File: src/rtl/reg_dump_text_engine_if.sv
// Debug read port plus text-buffer write port of the register dump engine.
// The engine uses the slave view; the core / buffer side uses the master view.
interface reg_dump_text_engine_if #(
  parameter int WORD_SIZE  = 32,
  parameter int REG_ADDR_W = 5,
  parameter int ADDR_W     = 13
);
  logic                  start;
  logic                  busy;
  logic                  done;
  logic [REG_ADDR_W-1:0] reg_addr;
  logic [WORD_SIZE-1:0]  reg_data;
  logic                  wr_en;
  logic [ADDR_W-1:0]     wr_addr;
  logic [31:0]           wr_data;
  logic                  wr_ready;

  modport slave (
    input  start, reg_data, wr_ready,
    output busy, done, reg_addr, wr_en, wr_addr, wr_data
  );

  modport master (
    output start, reg_data, wr_ready,
    input  busy, done, reg_addr, wr_en, wr_addr, wr_data
  );
endinterface

File: src/rtl/reg_dump_text_engine.sv
// Snapshots each register through the debug read port and prints it as upper-case ASCII hex,
// one text row per register. Define REG_DUMP_LABEL_EN to prefix each row with "xNN: ".
module reg_dump_text_engine #(
  parameter int          WORD_SIZE  = 32,
  parameter int          REG_COUNT  = 32,
  parameter int          REG_ADDR_W = 5,
  parameter int          ADDR_W     = 13,
  parameter int          ROW_STRIDE = 80,
  parameter int          BASE_ADDR  = 0,
  parameter int          RD_LATENCY = 1,
  parameter logic [23:0] ATTR       = 24'hFFFFFF
) (
  input logic                   clk,
  input logic                   rst,
  reg_dump_text_engine_if.slave bus
);

  localparam int DIGITS = WORD_SIZE / 4;
`ifdef REG_DUMP_LABEL_EN
  localparam int LABEL_CHARS = 5;
`else
  localparam int LABEL_CHARS = 0;
`endif
  localparam int CHARS = DIGITS + LABEL_CHARS;
  localparam int COL_W = $clog2(CHARS + 1);
  localparam int IDX_W = 7;
  localparam int LAT_W = 2;

  typedef enum logic [2:0] {IDLE, REQ, WAIT_RD, EMIT, DONE} state_t;

  state_t               state, state_nx;
  logic [IDX_W-1:0]     r;
  logic [COL_W-1:0]     c;
  logic [LAT_W-1:0]     lat;
  logic [WORD_SIZE-1:0] snap;
  logic [7:0]           ch;
  logic                 accept, last_char, last_reg, lat_last;

  function automatic logic [7:0] hex_ascii(input logic [3:0] n);
    return (n < 4'd10) ? (8'h30 + {4'h0, n}) : (8'h37 + {4'h0, n});
  endfunction

  function automatic logic [3:0] nibble_at(input logic [WORD_SIZE-1:0] w, input int idx);
    return 4'(w >> (4 * idx));
  endfunction

  assign accept    = (state == EMIT) && bus.wr_ready;
  assign last_char = (c == COL_W'(CHARS - 1));
  assign last_reg  = (r == IDX_W'(REG_COUNT - 1));
  assign lat_last  = (lat == LAT_W'(1));
  assign bus.reg_addr = REG_ADDR_W'(r);

  always_ff @(posedge clk or negedge rst) begin
    if (!rst) state <= IDLE;
    else      state <= state_nx;
  end

  always_comb begin
    state_nx    = state;
    bus.busy    = (state != IDLE);
    bus.done    = (state == DONE);
    bus.wr_en   = 1'b0;
    bus.wr_addr = '0;
    bus.wr_data = '0;
    unique case (state)
      IDLE:    if (bus.start) state_nx = REQ;
      REQ:     state_nx = WAIT_RD;
      WAIT_RD: if (lat_last) state_nx = EMIT;
      EMIT: begin
        bus.wr_en   = 1'b1;
        bus.wr_addr = ADDR_W'(BASE_ADDR + int'(r) * ROW_STRIDE + int'(c));
        bus.wr_data = {ch, ATTR};
        if (accept && last_char) state_nx = last_reg ? DONE : REQ;
      end
      DONE:    state_nx = IDLE;
      default: state_nx = IDLE;
    endcase
  end

  // Character for column c: optional label cells first, then hex digits MSB nibble first.
  always_comb begin
    ch = hex_ascii(nibble_at(snap, DIGITS - 1 - (int'(c) - LABEL_CHARS)));
`ifdef REG_DUMP_LABEL_EN
    if      (c == COL_W'(0)) ch = 8'h78;
    else if (c == COL_W'(1)) ch = 8'h30 + {1'b0, r / IDX_W'(10)};
    else if (c == COL_W'(2)) ch = 8'h30 + {1'b0, r % IDX_W'(10)};
    else if (c == COL_W'(3)) ch = 8'h3A;
    else if (c == COL_W'(4)) ch = 8'h20;
`endif
  end

  // The snapshot is frozen for the whole row so live register writes cannot tear the text.
  always_ff @(posedge clk or negedge rst) begin
    if (!rst) begin
      r    <= '0;
      c    <= '0;
      lat  <= '0;
      snap <= '0;
    end else begin
      case (state)
        IDLE: if (bus.start) r <= '0;
        REQ:  lat <= LAT_W'(RD_LATENCY);
        WAIT_RD: begin
          lat <= lat - LAT_W'(1);
          if (lat_last) begin
            snap <= bus.reg_data;
            c    <= '0;
          end
        end
        EMIT: if (accept) begin
          c <= c + COL_W'(1);
          if (last_char && !last_reg) r <= r + IDX_W'(1);
        end
        default: ;
      endcase
    end
  end

endmodule

File: src/flat_wrapper.sv
// flat-port wrapper written by rule: the top's interface ports become plain ports
module reg_dump_text_engine_flat 
#(
  parameter int          WORD_SIZE  = 32,
  parameter int          REG_COUNT  = 32,
  parameter int          REG_ADDR_W = 5,
  parameter int          ADDR_W     = 13,
  parameter int          ROW_STRIDE = 80,
  parameter int          BASE_ADDR  = 0,
  parameter int          RD_LATENCY = 1,
  parameter logic [23:0] ATTR       = 24'hFFFFFF
)
  (clk, rst, bus_start, bus_reg_data, bus_wr_ready, bus_busy, bus_done, bus_reg_addr, bus_wr_en, bus_wr_addr, bus_wr_data);
  reg_dump_text_engine_if #(.WORD_SIZE(WORD_SIZE), .REG_ADDR_W(REG_ADDR_W), .ADDR_W(ADDR_W)) bus_i ();
  input logic clk;
  input logic rst;
  input wire logic [$bits(bus_i.start)-1:0] bus_start;
  input wire logic [$bits(bus_i.reg_data)-1:0] bus_reg_data;
  input wire logic [$bits(bus_i.wr_ready)-1:0] bus_wr_ready;
  output wire logic [$bits(bus_i.busy)-1:0] bus_busy;
  output wire logic [$bits(bus_i.done)-1:0] bus_done;
  output wire logic [$bits(bus_i.reg_addr)-1:0] bus_reg_addr;
  output wire logic [$bits(bus_i.wr_en)-1:0] bus_wr_en;
  output wire logic [$bits(bus_i.wr_addr)-1:0] bus_wr_addr;
  output wire logic [$bits(bus_i.wr_data)-1:0] bus_wr_data;
  assign bus_i.start = bus_start;
  assign bus_i.reg_data = bus_reg_data;
  assign bus_i.wr_ready = bus_wr_ready;
  assign bus_busy = bus_i.busy;
  assign bus_done = bus_i.done;
  assign bus_reg_addr = bus_i.reg_addr;
  assign bus_wr_en = bus_i.wr_en;
  assign bus_wr_addr = bus_i.wr_addr;
  assign bus_wr_data = bus_i.wr_data;
  reg_dump_text_engine #(.WORD_SIZE(WORD_SIZE), .REG_COUNT(REG_COUNT), .REG_ADDR_W(REG_ADDR_W), .ADDR_W(ADDR_W), .ROW_STRIDE(ROW_STRIDE), .BASE_ADDR(BASE_ADDR), .RD_LATENCY(RD_LATENCY), .ATTR(ATTR)) u_core (.clk(clk), .rst(rst), .bus(bus_i));
endmodule
File: config.mk
export PLATFORM = sky130hd
export DESIGN_NAME = reg_dump_text_engine_flat
export DESIGN_NICKNAME = d
export VERILOG_FILES = /design/src/rtl/reg_dump_text_engine_if.sv /design/src/rtl/reg_dump_text_engine.sv /design/src/flat_wrapper.sv
export SDC_FILE = /design/constraint.sdc
export NUM_CORES = 1
export LEC_CHECK = 0
export ABC_AREA = 1
export ABC_CLOCK_PERIOD_IN_PS = 2100
export BUFFER_PORTS_ARGS = -buffer_cell sky130_fd_sc_hd__clkbuf_2
export CAP_MARGIN = 25
export CORE_MARGIN = 5
export CORE_UTILIZATION = 35
export CTS_CLUSTER_DIAMETER = 80
export DETAILED_ROUTE_END_ITERATION = 6
export SLEW_MARGIN = 20
export SYNTH_ARGS = -nofsm -noshare
export SYNTH_HDL_FRONTEND = slang
export SYNTH_SLANG_ARGS = --single-unit
File: constraint.sdc
create_clock -name clk -period 2.1 [get_ports clk]
set_clock_uncertainty 0.1 [all_clocks]
set_input_delay 0 -clock clk [delete_from_list [all_inputs] [get_ports clk]]
set_output_delay 0 -clock clk [all_outputs]
set_load 0.05 [all_outputs]
### After elaboration in Yosys (flattened, before gate mapping)

Index checks and enable logic that the tools add are counted.

* bits of input ports: 36
* bits in registers: 48
* logic and storage cells: 57
* output and inout port bits: 53

* muxes and demuxes: 17
* eq/ne operators: 12
* $add $sub $neg: 7
* shift-type cells: 1
* multipliers: 1
* reduce and logical (&&, ||, !) cells: 13
* order comparisons: 1

Operators with widths (count)
* $mux W32: 1
* $shr A32 B32 Y4: 1
* $mux W7: 3
* $add A6 B4 Y7 const A: 2
* $pmux W7 S2: 1
* $add A13 B5 Y13: 1
* $mux W13: 1
* $mux W3: 4
* $pmux W3 S4: 1
* $mul A7 B3 Y9 const B: 1
* $mux W4: 2
* $mux W8: 1
* $pmux W4 S2: 1
* $add A7 B1 Y7 const B: 1
* $eq A7 B5 Y1 const B: 1
* $eq A3 B2 Y1 const B: 2
* $ne A2 B2 Y1 const B: 3
* $reduce_and A3 Y1: 2
* $reduce_bool A2 Y1: 3
* $sub A3 B4 Y5 const A: 1
* $add A4 B1 Y4 const B: 1
* $eq A4 B3 Y1 const B: 1
* $lt A4 B4 Y1 const B: 1
* $ne A2 B1 Y1 const B: 2
* 12 further kinds: 14

### Logic depth before layout (Yosys ltp)

* depth in word-level cells: 6
* depth in mapped cells: 15
* mapped depth without buffers: 14

### Worst setup path after synthesis

No wires, ideal clock.

* kind: register to output
* start point: register u_core.r[3]
* end point: output bus_wr_addr[11]
* buffers on the path: 0
* arrival time: 2.418 ns
* slack: -0.418 ns
* required time: 2.000 ns
* stages on the path, launching flop included: 10
* path through: dfrtp_1 > ha_1 > ha_1 > inv_1 > fa_1 > nor2_1 > o21ai_0 > nand2_1 > o21ai_0 > a21oi_1

* cells in the longest elaborated chain, start to end: 3

Ends and longest elaborated chain
* from (decl): RTL line reg_dump_text_engine.sv:32 `logic [IDX_W-1:0] r;`
* from (signal assigned): RTL line reg_dump_text_engine.sv:112 `if (last_char && !last_reg) r <= r + IDX_W'(1);`
* $mul A7 B3 Y9: RTL line reg_dump_text_engine.sv:71 `bus.wr_addr = ADDR_W'(BASE_ADDR + int'(r) * ROW_STRIDE + int'(c));`
* $add A13 B5 Y13: RTL line reg_dump_text_engine.sv:71
* $mux W13: RTL line reg_dump_text_engine.sv:65 `unique case (state)`
* to (decl): RTL line flat_wrapper.sv:24 `output wire logic [$bits(bus_i.wr_addr)-1:0] bus_wr_addr;`

Every way passes these cells.

### Final worst setup path

Ends and elaborated chain as after synthesis.

==> run metrics <==
crit share post-route 110.8%; flop2flop setup slack 0.23 ns; Seq cells post-synth 48; Final nets 601; GPL Wtd Cong 0.8132; area delta synth->final 41.11%; WL per Instance 12.69 um; sequential area share after synthesis 38.10%; dpl ws 0.01800 ns; TritonRoute pass-1 iters 5; placed cell count 600; largest net degree at the start of global routing 54; ys async rst share 100.0%; Setup violations, final 10; WS Path Type reg2out; vias in the first global route 3079; DR vias/cell 4.619; outcome complete, but fails checks; Multi-input gate area 1614 um2; Core Area 8763 um2; clk slew on worst S/H paths 0.10 ns; Worst Path Max Fanout 2; Reg-to-Reg Start u_core.r[1]$_DFFE_PN0P_; final hold slack -0.002616 ns; Mapped Area 3153 um2; RSZ-0062 raised after global routing true; Sinks on Clock Net 48; CP endpoint kind output port; syn nets 482; startpoint types flop; DRC violations left 0; crit path time final 2.327 ns; final core utilization 50.77%; final WL 8360 um; Worst EP arrival 2.23 ns; # rows 34; Register Area 1201 um2; global-route wire length before repair 14130 um; chip width 104.9 um; max layer used met4; total number of yosys warnings 0; PortBufs 87; Synth Flop Type dfrtp_1; total CTS buffers 5; Syn Inst Count 431; fin. max-slew vios 0; CP required 2.00 ns; routed wl met2 4395 um; most frequent cells in the layout nand2_1 (127), clkbuf_2 (75), dfrtp_1 (48); Die H 104.9 um; initial antenna violation count 0; antenna cell count 0; filler cell count 844; CTS H-tree lvls 2; worst reg2reg path depth 12; antenna-violating nets left 0; class of the worst hold path in2async; Fin. Hold Viols 3; clk buf depth 2; Distinct cells, synth 33; met3 wire len 309 um; Syn Area/Cell 7.316 um2; # IOs 89; Non-Filler Instances 659; Root Driver clkbuf_8; crit path setup slack, layout -0.2265 ns; clock latency on the worst-skew pair 0.30 ns; Max Cap Violations 0; Detail Placement HPWL 5771 um; remaining global-route overflow 0; r2r endpoint u_core.r[4]$_DFFE_PN0P_; f_max 429.8 MHz; DRT iter0 DRCs 165; Starting Density 35.98%; failing checks hold timing, setup timing; GRT Util Overall 15.18%; die area 11010 um2; DR vias 3044; commonest non-fill, non-tap cell in the layout nand2_1; layout cell share with drive strength beyond 1 35.21%; Post-synth EDFFs 0; CTS tree done; DRT met1 WL 3516 um
==> Yosys cell counts, types with 3 or more instances <==
library cell	instances	area [um2]
nand2_2	4	25.02
buf_2	7	35.03
nor2_2	4	25.02
a21oi_1	7	35.03
nor3_1	6	30.03
nor2_1	41	153.9
o21ai_2	5	43.79
o21ai_1	3	15.01
nand2_1	134	503.0
ha_1	14	175.2
nand3_1	17	85.08
nor2_4	4	45.04
dfrtp_1	48	1201
inv_2	5	18.77
buf_4	31	232.7
inv_1	47	176.4
o21ai_0	34	170.2
==> per-stage QoR <==
step	instance area, um2	hold WS, ns	TNS, ns
2_1_floorplan	3184	-0.3956	-0.3041
3_3_place_gp	3665	-0.2009	0
3_5_place_dp	3665	-0.2021	0
4_1_cts	4334	0.003683	-0.6254
5_1_grt	4449	0.02063	-2.284
6_report	4449	-0.002616	-0.9467
==> layer usage <==
| metal | track usage (%) | vias up |
|---|---|---|
| met5 | 0 | - |
| met4 | 4.292 | 0 |
| met3 | 2.219 | 16 |
| met2 | 27.52 | 66 |
| met1 | 18.61 | 1417 |
| li1 | - | 1545 |
==> registers in the layout, summed over array words and instances, names as in the netlist <==
name / count
u_core.snap: 32
u_core.lat: 2
u_core.r: 7
u_core.state: 3
u_core.c: 4
==> area by class of cell <==
class | instances | area share, %
clock buffer | 7 | 1.940
inverter | 53 | 4.696
tap | 108 | 3.037
timing repair buffer | 153 | 26.74
sequential | 48 | 27.00
timing repair inverter | 1 | 0.1406
clock inverter | 1 | 0.1687
multi-input combinational | 288 | 36.28
==> logic make-up (layout without fill, tap and decap cells) <==
group                      after synthesis  count (layout)  share of synthesized area [%]
xor gates and xnor gates                 3               3                         0.8335
adders and majority gates               15              15                          6.191
DFF                                     48              48                          38.10
and+or+nand+nor                        214             214                          28.85
AOI/OAI and AO/OA                       55              55                          10.08
buffers and inverters                   95             215                          15.83
other                                    1               1                         0.1189
==> how the worst max path moves through the flow <==
stage,from,to,slack [ns],depth (start not counted)
final,u_core.r[3]$_DFFE_PN0P_,bus_wr_addr[11],-0.23,10
after global routing,u_core.r[3]$_DFFE_PN0P_,bus_wr_addr[11],-0.33,10
after CTS,u_core.r[3]$_DFFE_PN0P_,bus_wr_addr[12],-0.22,11
after detailed placement,u_core.r[3]$_DFFE_PN0P_,bus_wr_addr[11],0.02,10
after global placement,u_core.r[3]$_DFFE_PN0P_,bus_wr_addr[11],0.03,10
after floorplan,u_core.r[3]$_DFFE_PN0P_,bus_wr_addr[11],-0.15,9
==> worst max-delay path, stage by stage, from the launching register on <==
cell and delay (ns):
dfrtp_1 0.41, ha_1 0.29, ha_2 0.18, inv_2 0.04
fa_2 0.37, nor2_4 0.14, o21ai_2 0.06, nand2_2 0.08
o21ai_2 0.07, a21oi_4 0.14, buf_12 0.15
==> timing repair <==
item / in CTS / in global routing
setup buffers: 11 / 7
hold buffers: 33 / 0
pin swaps: 21 / 13
gates resized for setup: 49 / 25
gates cloned: 1 / 0
endpoints found under the setup margin: 12 / 18
endpoints found under the hold margin: 80 / 0
Power is not shown: default switching activity piles up to over one toggle a cycle in this logic, so the estimate is an artifact.
